File: src/rtl/dp_pkg.sv
// dp_pkg
//   Shared definitions between the datapath and the microcoded controller:
//   strobe bit positions, bus source codes and ALU operation codes.
package dp_pkg;

    // Bit positions inside write_en / inc_en / clr_en.
    localparam int DP_PC    = 1;
    localparam int DP_AR    = 2;
    localparam int DP_IR    = 3;
    localparam int DP_AC    = 4;
    localparam int DP_R     = 5;
    localparam int DP_R4    = 7;
    localparam int DP_R3    = 8;
    localparam int DP_R2    = 9;
    localparam int DP_R1    = 10;
    localparam int DP_DM    = 11;
    localparam int DP_ALU   = 12;
    localparam int DP_LATCH = 14;

    // Bus source codes carried on read_en.
    typedef enum logic [3:0] {
        SRC_NONE = 4'd0,
        SRC_PC   = 4'd1,
        SRC_AR   = 4'd2,
        SRC_IR   = 4'd4,
        SRC_AC   = 4'd5,
        SRC_R    = 4'd6,
        SRC_R1   = 4'd7,
        SRC_R2   = 4'd8,
        SRC_R3   = 4'd9,
        SRC_R4   = 4'd10,
        SRC_DM   = 4'd12,
        SRC_IM   = 4'd13
    } src_e;

    // ALU operation codes carried on alu_op.
    typedef enum logic [2:0] {
        ALU_PASS   = 3'd0,
        ALU_ADD    = 3'd1,
        ALU_SUB    = 3'd2,
        ALU_MULT   = 3'd3,
        ALU_LSHIFT = 3'd4
    } alu_op_e;

endpackage : dp_pkg

File: src/rtl/dp_reg.sv
// dp_reg
//   Generic datapath register with clear / load / increment strobes.
//   Priority on each posedge: clr (to 0) > we (load d) > inc (+1, wraps).
// Ports
//   clk    in  1  clock, state updates on posedge
//   rst_n  in  1  synchronous active-low reset
//   clr    in  1  clear strobe
//   we     in  1  load strobe
//   inc    in  1  increment strobe
//   d      in  W  load data (from the shared bus)
//   q      out W  register contents
module dp_reg #(
    parameter int W = 16
) (
    input  logic         clk,
    input  logic         rst_n,
    input  logic         clr,
    input  logic         we,
    input  logic         inc,
    input  logic [W-1:0] d,
    output logic [W-1:0] q
);

    logic [W-1:0] q_q;
    logic [W-1:0] q_d;

    // Next-state selection with clr > we > inc priority.
    always_comb begin
        q_d = q_q;
        if (clr) begin
            q_d = '0;
        end else if (we) begin
            q_d = d;
        end else if (inc) begin
            q_d = q_q + W'(1'b1);
        end else begin
            q_d = q_q;
        end
    end

    // State register with synchronous reset.
    always_ff @(posedge clk) begin
        if (!rst_n) begin
            q_q <= '0;
        end else begin
            q_q <= q_d;
        end
    end

    assign q = q_q;

endmodule : dp_reg

File: src/rtl/datapath_bus.sv
// datapath_bus
//   Datapath driven by the microcoded controller. Holds PC, AR, IR, AC, R and
//   R1-R4, a combinational shared bus, and a two-stage ALU (operand latch, then
//   result into AC). The controller changes strobes on negedge, so they are
//   stable well before the posedge at which this block registers.
// Ports
//   clk          in   1    clock, all state on posedge
//   rst_n        in   1    synchronous active-low reset
//   read_en      in   4    bus source select
//   write_en     in   16   per-target load strobes
//   inc_en       in   16   per-target increment strobes
//   clr_en       in   16   per-target clear strobes
//   alu_op       in   3    ALU operation
//   im_addr      out  PCW  instruction memory address (PC)
//   im_rdata     in   DW   instruction memory read data
//   dm_addr      out  AW   data memory address (AR)
//   dm_wdata     out  DW   data memory write data (the bus)
//   dm_we        out  1    data memory write strobe
//   dm_rdata     in   DW   data memory read data
//   instruction  out  6    opcode field ir[5:0]
//   z            out  16   1 when AC is zero, else 0
module datapath_bus
    import dp_pkg::*;
#(
    parameter int DW  = 16,
    parameter int PCW = 8,
    parameter int AW  = 8
) (
    input  logic            clk,
    input  logic            rst_n,
    input  logic [3:0]      read_en,
    input  logic [15:0]     write_en,
    input  logic [15:0]     inc_en,
    input  logic [15:0]     clr_en,
    input  logic [2:0]      alu_op,
    output logic [PCW-1:0]  im_addr,
    input  logic [DW-1:0]   im_rdata,
    output logic [AW-1:0]   dm_addr,
    output logic [DW-1:0]   dm_wdata,
    output logic            dm_we,
    input  logic [DW-1:0]   dm_rdata,
    output logic [5:0]      instruction,
    output logic [15:0]     z
);

    logic [DW-1:0]   bus_s;
    logic [PCW-1:0]  pc_q;
    logic [AW-1:0]   ar_q;
    logic [DW-1:0]   ir_q;
    logic [DW-1:0]   r_q;
    logic [DW-1:0]   r1_q;
    logic [DW-1:0]   r2_q;
    logic [DW-1:0]   r3_q;
    logic [DW-1:0]   r4_q;
    logic [DW-1:0]   ac_q;
    logic [DW-1:0]   ac_d;
    logic [DW-1:0]   alu_a_q;
    logic [DW-1:0]   alu_b_q;
    logic [DW-1:0]   alu_res_s;
    logic [2*DW-1:0] mult_full_s;

    // Strobe bits with no target in this datapath; kept visible so the
    // ignored positions are an explicit decision.
    logic unused_strobes_s;
    assign unused_strobes_s = ^{write_en[15], write_en[13], write_en[6], write_en[0],
                                inc_en[15:11], inc_en[6], inc_en[0],
                                clr_en[15:11], clr_en[6], clr_en[0]};

    // Shared bus source mux; unassigned codes drive zero.
    always_comb begin
        bus_s = '0;
        case (src_e'(read_en))
            SRC_NONE: bus_s = '0;
            SRC_PC:   bus_s = DW'(pc_q);
            SRC_AR:   bus_s = DW'(ar_q);
            SRC_IR:   bus_s = ir_q;
            SRC_AC:   bus_s = ac_q;
            SRC_R:    bus_s = r_q;
            SRC_R1:   bus_s = r1_q;
            SRC_R2:   bus_s = r2_q;
            SRC_R3:   bus_s = r3_q;
            SRC_R4:   bus_s = r4_q;
            SRC_DM:   bus_s = dm_rdata;
            SRC_IM:   bus_s = im_rdata;
            default:  bus_s = '0;
        endcase
    end

    // Bus-loaded registers (AC is separate because of its ALU input).
    dp_reg #(.W(PCW)) u_pc (
        .clk (clk), .rst_n (rst_n),
        .clr (clr_en[DP_PC]), .we (write_en[DP_PC]), .inc (inc_en[DP_PC]),
        .d (bus_s[PCW-1:0]), .q (pc_q)
    );
    dp_reg #(.W(AW)) u_ar (
        .clk (clk), .rst_n (rst_n),
        .clr (clr_en[DP_AR]), .we (write_en[DP_AR]), .inc (inc_en[DP_AR]),
        .d (bus_s[AW-1:0]), .q (ar_q)
    );
    dp_reg #(.W(DW)) u_ir (
        .clk (clk), .rst_n (rst_n),
        .clr (clr_en[DP_IR]), .we (write_en[DP_IR]), .inc (inc_en[DP_IR]),
        .d (bus_s), .q (ir_q)
    );
    dp_reg #(.W(DW)) u_r (
        .clk (clk), .rst_n (rst_n),
        .clr (clr_en[DP_R]), .we (write_en[DP_R]), .inc (inc_en[DP_R]),
        .d (bus_s), .q (r_q)
    );
    dp_reg #(.W(DW)) u_r1 (
        .clk (clk), .rst_n (rst_n),
        .clr (clr_en[DP_R1]), .we (write_en[DP_R1]), .inc (inc_en[DP_R1]),
        .d (bus_s), .q (r1_q)
    );
    dp_reg #(.W(DW)) u_r2 (
        .clk (clk), .rst_n (rst_n),
        .clr (clr_en[DP_R2]), .we (write_en[DP_R2]), .inc (inc_en[DP_R2]),
        .d (bus_s), .q (r2_q)
    );
    dp_reg #(.W(DW)) u_r3 (
        .clk (clk), .rst_n (rst_n),
        .clr (clr_en[DP_R3]), .we (write_en[DP_R3]), .inc (inc_en[DP_R3]),
        .d (bus_s), .q (r3_q)
    );
    dp_reg #(.W(DW)) u_r4 (
        .clk (clk), .rst_n (rst_n),
        .clr (clr_en[DP_R4]), .we (write_en[DP_R4]), .inc (inc_en[DP_R4]),
        .d (bus_s), .q (r4_q)
    );

    // Full-width product so the truncation to DW bits is explicit.
    assign mult_full_s = {{DW{1'b0}}, alu_a_q} * {{DW{1'b0}}, alu_b_q};

    // ALU result from the latched operands; undefined op codes pass B.
    always_comb begin
        alu_res_s = alu_b_q;
        case (alu_op_e'(alu_op))
            ALU_PASS:   alu_res_s = alu_b_q;
            ALU_ADD:    alu_res_s = alu_a_q + alu_b_q;
            ALU_SUB:    alu_res_s = alu_a_q - alu_b_q;
            ALU_MULT:   alu_res_s = mult_full_s[DW-1:0];
            ALU_LSHIFT: alu_res_s = {alu_a_q[DW-2:0], 1'b0};
            default:    alu_res_s = alu_b_q;
        endcase
    end

    // AC next state: clr > ALU result > bus load > increment.
    always_comb begin
        ac_d = ac_q;
        if (clr_en[DP_AC]) begin
            ac_d = '0;
        end else if (write_en[DP_ALU]) begin
            ac_d = alu_res_s;
        end else if (write_en[DP_AC]) begin
            ac_d = bus_s;
        end else if (inc_en[DP_AC]) begin
            ac_d = ac_q + DW'(1'b1);
        end else begin
            ac_d = ac_q;
        end
    end

    // AC register.
    always_ff @(posedge clk) begin
        if (!rst_n) begin
            ac_q <= '0;
        end else begin
            ac_q <= ac_d;
        end
    end

    // ALU operand latch; cleared only by reset, otherwise holds until re-latched.
    always_ff @(posedge clk) begin
        if (!rst_n) begin
            alu_a_q <= '0;
            alu_b_q <= '0;
        end else if (write_en[DP_LATCH]) begin
            alu_a_q <= ac_q;
            alu_b_q <= r_q;
        end else begin
            alu_a_q <= alu_a_q;
            alu_b_q <= alu_b_q;
        end
    end

    assign im_addr     = pc_q;
    assign dm_addr     = ar_q;
    assign dm_wdata    = bus_s;
    assign dm_we       = write_en[DP_DM];
    assign instruction = ir_q[5:0];
    assign z           = (ac_q == '0) ? 16'd1 : 16'd0;

endmodule : datapath_bus

File: config.mk
export PLATFORM = sky130hd
export DESIGN_NAME = datapath_bus
export DESIGN_NICKNAME = d
export VERILOG_FILES = /design/src/rtl/dp_pkg.sv /design/src/rtl/dp_reg.sv /design/src/rtl/datapath_bus.sv
export SDC_FILE = /design/constraint.sdc
export NUM_CORES = 1
export LEC_CHECK = 0
export BUFFER_PORTS_ARGS = -buffer_cell sky130_fd_sc_hd__buf_2
export CAP_MARGIN = 25
export CORE_ASPECT_RATIO = 1.1
export CORE_MARGIN = 10
export CORE_UTILIZATION = 56
export DETAILED_ROUTE_END_ITERATION = 10
export PLACE_DENSITY = 0.84
export SETUP_SLACK_MARGIN = 0.3
export SLEW_MARGIN = 10
export SYNTH_ARGS = -nofsm -noshare
export SYNTH_HDL_FRONTEND = slang
export SYNTH_SLANG_ARGS = --single-unit
File: constraint.sdc
create_clock -name clk -period 5.59 [get_ports clk]
set_input_delay 0 -clock clk [delete_from_list [all_inputs] [get_ports clk]]
set_output_delay 0 -clock clk [all_outputs]
set_load 0.005 [all_outputs]
==> results.md <==
- Crit path launch: alu_b_q[1]$_SDFFE_PN0P_
- Non-Filler Instances: 2259
- Via density: 6.306
- CP bufs+invs: 3
- Proportion of layout cells with a drive suffix above 1: 14.80%
- Endpoint type of the worst setup path: flop
- Crit-path cells: nand2_1, fa_1, fa_1, fa_2, fa_1, inv_1, fa_1, inv_2, fa_1, inv_2, ha_4, and3_1, a21oi_2, o21ai_2, nor4_4, nor3_2, o21ai_2, a31oi_1
- Final hold vios: 0
- Worst path depth: 18
- Max stage delay cell, worst path: fa_1
- Comb pwr share: between 10% and 20%
- Slew Limit Fails: 0
- Pwr dens: 181.9 nW/um^2
- All-layer global routing usage: 28.39%
- DRT Wirelength: between 40000 and 50000 um
- Initial Util: 57.05%
- Post-Syn Instances: 1824
- Final RePlAce weighted congestion: 1.029
- Commonest non-fill, non-tap cells in the layout: nor2_1 (176), nand2_1 (153), dfxtp_1 (144)
- PortBufs: between 100 and 150
- Yosys top cell area share: a little over a fifth
- Clock skew: 0.01399 ns
- Core box area: 26300 um^2
- Ys async rst share: 0%
- Reg2Reg Launch Point: alu_b_q[1]$_SDFFE_PN0P_
- Max Cap Violations: 0
- Fin crit share: 95.74%
- Switch share: 32.10%
- Final HPWL DP: 36450 um
- Ranking of synthesized cells by area: dfxtp_1 (21%), fa_1 (11%), xnor2_1 (7.4%)
- Worst reg2reg path depth: 18
- # IOs: ~140
- Average cell area after synthesis: 8.225 um^2
- Unrepaired setup endpoints after global routing: true
- DRT Pass-1 Iters: 6
- Clk network pwr share: between 30% and 40%
- Slew @ Worst Pin: 1.209 ns
- Max-Slew Margin vs Limit: 19.38%
- Synth warn: 0
- Clk sinks: 160
- Hold Startpoint: write_en[11]
- Reg2reg end: ac_q[15]$_SDFFE_PP0P_
- Drt first-iter violations: 1582
- CP delay by family, top: adder cells
- Via count: about 14k
- Worst EP arrival: 5.65 ns
- Die footprint: 33750 um^2
- Antenna-violating nets left: 0
- CTS clock-pin slew for the worst setup and hold paths: 0.06 ns
- Initial antenna violation count: 1
- CTS tree: yes
- Flops & latches, synth: 160
- Number of global-route vias before repair: 14.22k
- Dominant synthesized flop cell: dfxtp_1
- Outcome: finished clean
- Synth area leader: dfxtp_1
- CTS Buf Count: 17
- Largest net degree at the start of global routing: 43
- Peak supply drop: between 0.00015 and 0.0002 V
- Routed len/inst: 22.02 um
- Syn Std Cell Area: 15000 um^2
- Cell mode on critical path: fa_1
- R2R Setup Slk: between 0.2 and 0.25 ns
- Fmax: 186.8 MHz
- Dpl cells: 2210
- Die X: roughly 180 um
- CP Max Fanout: 11
- CTS max path bufs: 2
- Seq/Total Area, Yosys: a little over a fifth
- Setup crit start kind: flop
- H-tree Lvls: 4
- Crit-path max cell delay: approximately 0.54 ns
- Final period demand of the worst path: 5.352 ns
- Global-route wire length before repair: 76450 um
- Most common cell after layout, fill and taps aside: nor2_1
- Net Sw Power: just under 1000 uW
- Internal power: 2060 uW
- Cell variety after synth: 82
- Rows: 62
- Critical path class: flop to flop
- Clk_lat worst skew: 0.44 ns
- Final setup viols: 0
- CP endpoint: ac_q[15]$_SDFFE_PP0P_
- Register share of total power: about two fifths
- Final core occ: 63.43%
- Worst Path Required: 5.89 ns
- Number of flops mapped to enable cells by yosys: 0
- Total gr overflow: 0
- Nets: ~2.1k
- DR DRC count: 0
- Die Span Y: 191.7 um
- P&R area growth vs syn: 11.18%
- Root Buffer Master: clkbuf_16
- Class of the worst hold path: primary input to output port
- LEAKAGE: 0.007106 uW
-- worst register-to-register path, stage by stage, from the launching register on --
cell and delay (ns):
dfxtp_2 0.50, nand2_1 0.13, fa_1 0.48, fa_1 0.54, fa_2 0.46, fa_1 0.49
inv_1 0.05, fa_1 0.51, inv_2 0.05, fa_1 0.52, inv_2 0.06, ha_4 0.23
and3_1 0.20, a21oi_2 0.14, o21ai_2 0.11, nor4_4 0.35, nor3_2 0.09, o21ai_2 0.20
a31oi_1 0.11
-- power by group through the flow --
stage	sequential (uW)	combinational, uW	clock, uW
global route	1260	649	1210
detailed placement	1280	572	0
floorplan	1250	431	0
global placement	1280	562	0
finish	1260	602	1170
CTS	1250	583	1170
-- routing by layer --
metal  up-vias  part of all wire [%]  track usage (%)
li1       6415                     -                -
met3       257                   8.8            5.009
met2       904                    47            47.21
met4         0                   7.3            18.69
met1      6669                    37            33.10
met5         -                     0                0
-- cells in the mapped netlist, types with 15 or more instances --
| library cell | number |
|---|---|
| xnor2_1 | 127 |
| buf_1 | 16 |
| fa_1 | 81 |
| and2_1 | 72 |
| nor2b_1 | 46 |
| clkbuf_1 | 77 |
| nand4_1 | 36 |
| mux2i_1 | 40 |
| xor2_1 | 47 |
| buf_2 | 15 |
| nor2_1 | 178 |
| a22oi_1 | 36 |
| buf_4 | 30 |
| o21ai_0 | 31 |
| a21oi_1 | 41 |
| nor3_1 | 22 |
| and3_1 | 44 |
| nand3_1 | 39 |
| dfxtp_1 | 160 |
| ha_1 | 76 |
| a211oi_1 | 130 |
| nand2b_1 | 19 |
| inv_1 | 143 |
| nand2_1 | 153 |
-- cells by family (layout without fill, tap and decap cells) --
kind of cell               after synthesis  count (layout)  synth area share (%)
adders and majority gates              157             157                 17.15
xor gates and xnor gates               176             176                 10.42
AOI/OAI and AO/OA                      350             350                 17.88
and+or+nand+nor                        650             650                 22.03
DFF                                    160             160                 21.35
other                                    1              16               0.02499
buffers and inverters                  289             357                 8.406
muxes                                   41              41                 2.744
-- stage by stage --
step                cell area (um^2)  hold slack (ns)   TNS (ns)  total power [uW]  setup WS, ns
finish                         16680      0.000002260          0              3034        0.2379
global route                   16680      0.000009214          0              3117       0.03746
CTS                            16550       0.00006013          0              3008        0.2918
detailed placement             15770       0.00006013    -0.2043              1854       -0.1118
global placement               15770       0.00006013  -0.002633              1842     -0.002633
floorplan                      15100          0.08082          0              1677        0.3081
-- worst min-delay path by stage --
| stage | slack, ns | cells after the start | end |
|---|---|---|---|
| after global routing | 0.000009 | 0 | dm_we |
| after floorplan | 0.08 | 1 | dm_we |
| final | 0.000002 | 0 | dm_we |
| after CTS | 0.00006 | 0 | dm_we |
| after global placement | 0.00006 | 0 | dm_we |
| after detailed placement | 0.00006 | 0 | dm_we |
-- sequential cells by signal, summed over array words and instances (netlist names) --
signal   count
alu_a_q     16
alu_b_q     16
ac_q        16
u_r2.q      16
u_ar.q       8
u_ir.q      16
u_r3.q      16
u_pc.q       8
u_r4.q      16
u_r1.q      16
u_r.q       16
-- cell type report --
cell class,count,area [um^2]
Multi-Input combinational cell,1389,10760
Tap cell,352,440.4
Inverter,145,544.3
Antenna cell,1,2.502
Clock inverter,13,142.6
Fill cell,2194,9617
Clock buffer,19,442.9
Sequential cell,160,3238
Timing Repair Buffer,180,1110
-- repair_timing --
item	CTS	global route
hold endpoints to repair	27	0
hold buffers	8	0
resized for setup	32	28
setup buffers	6	1
setup endpoints to repair	5	7
pin swaps	21	17
(Power assumes the default switching activity.)
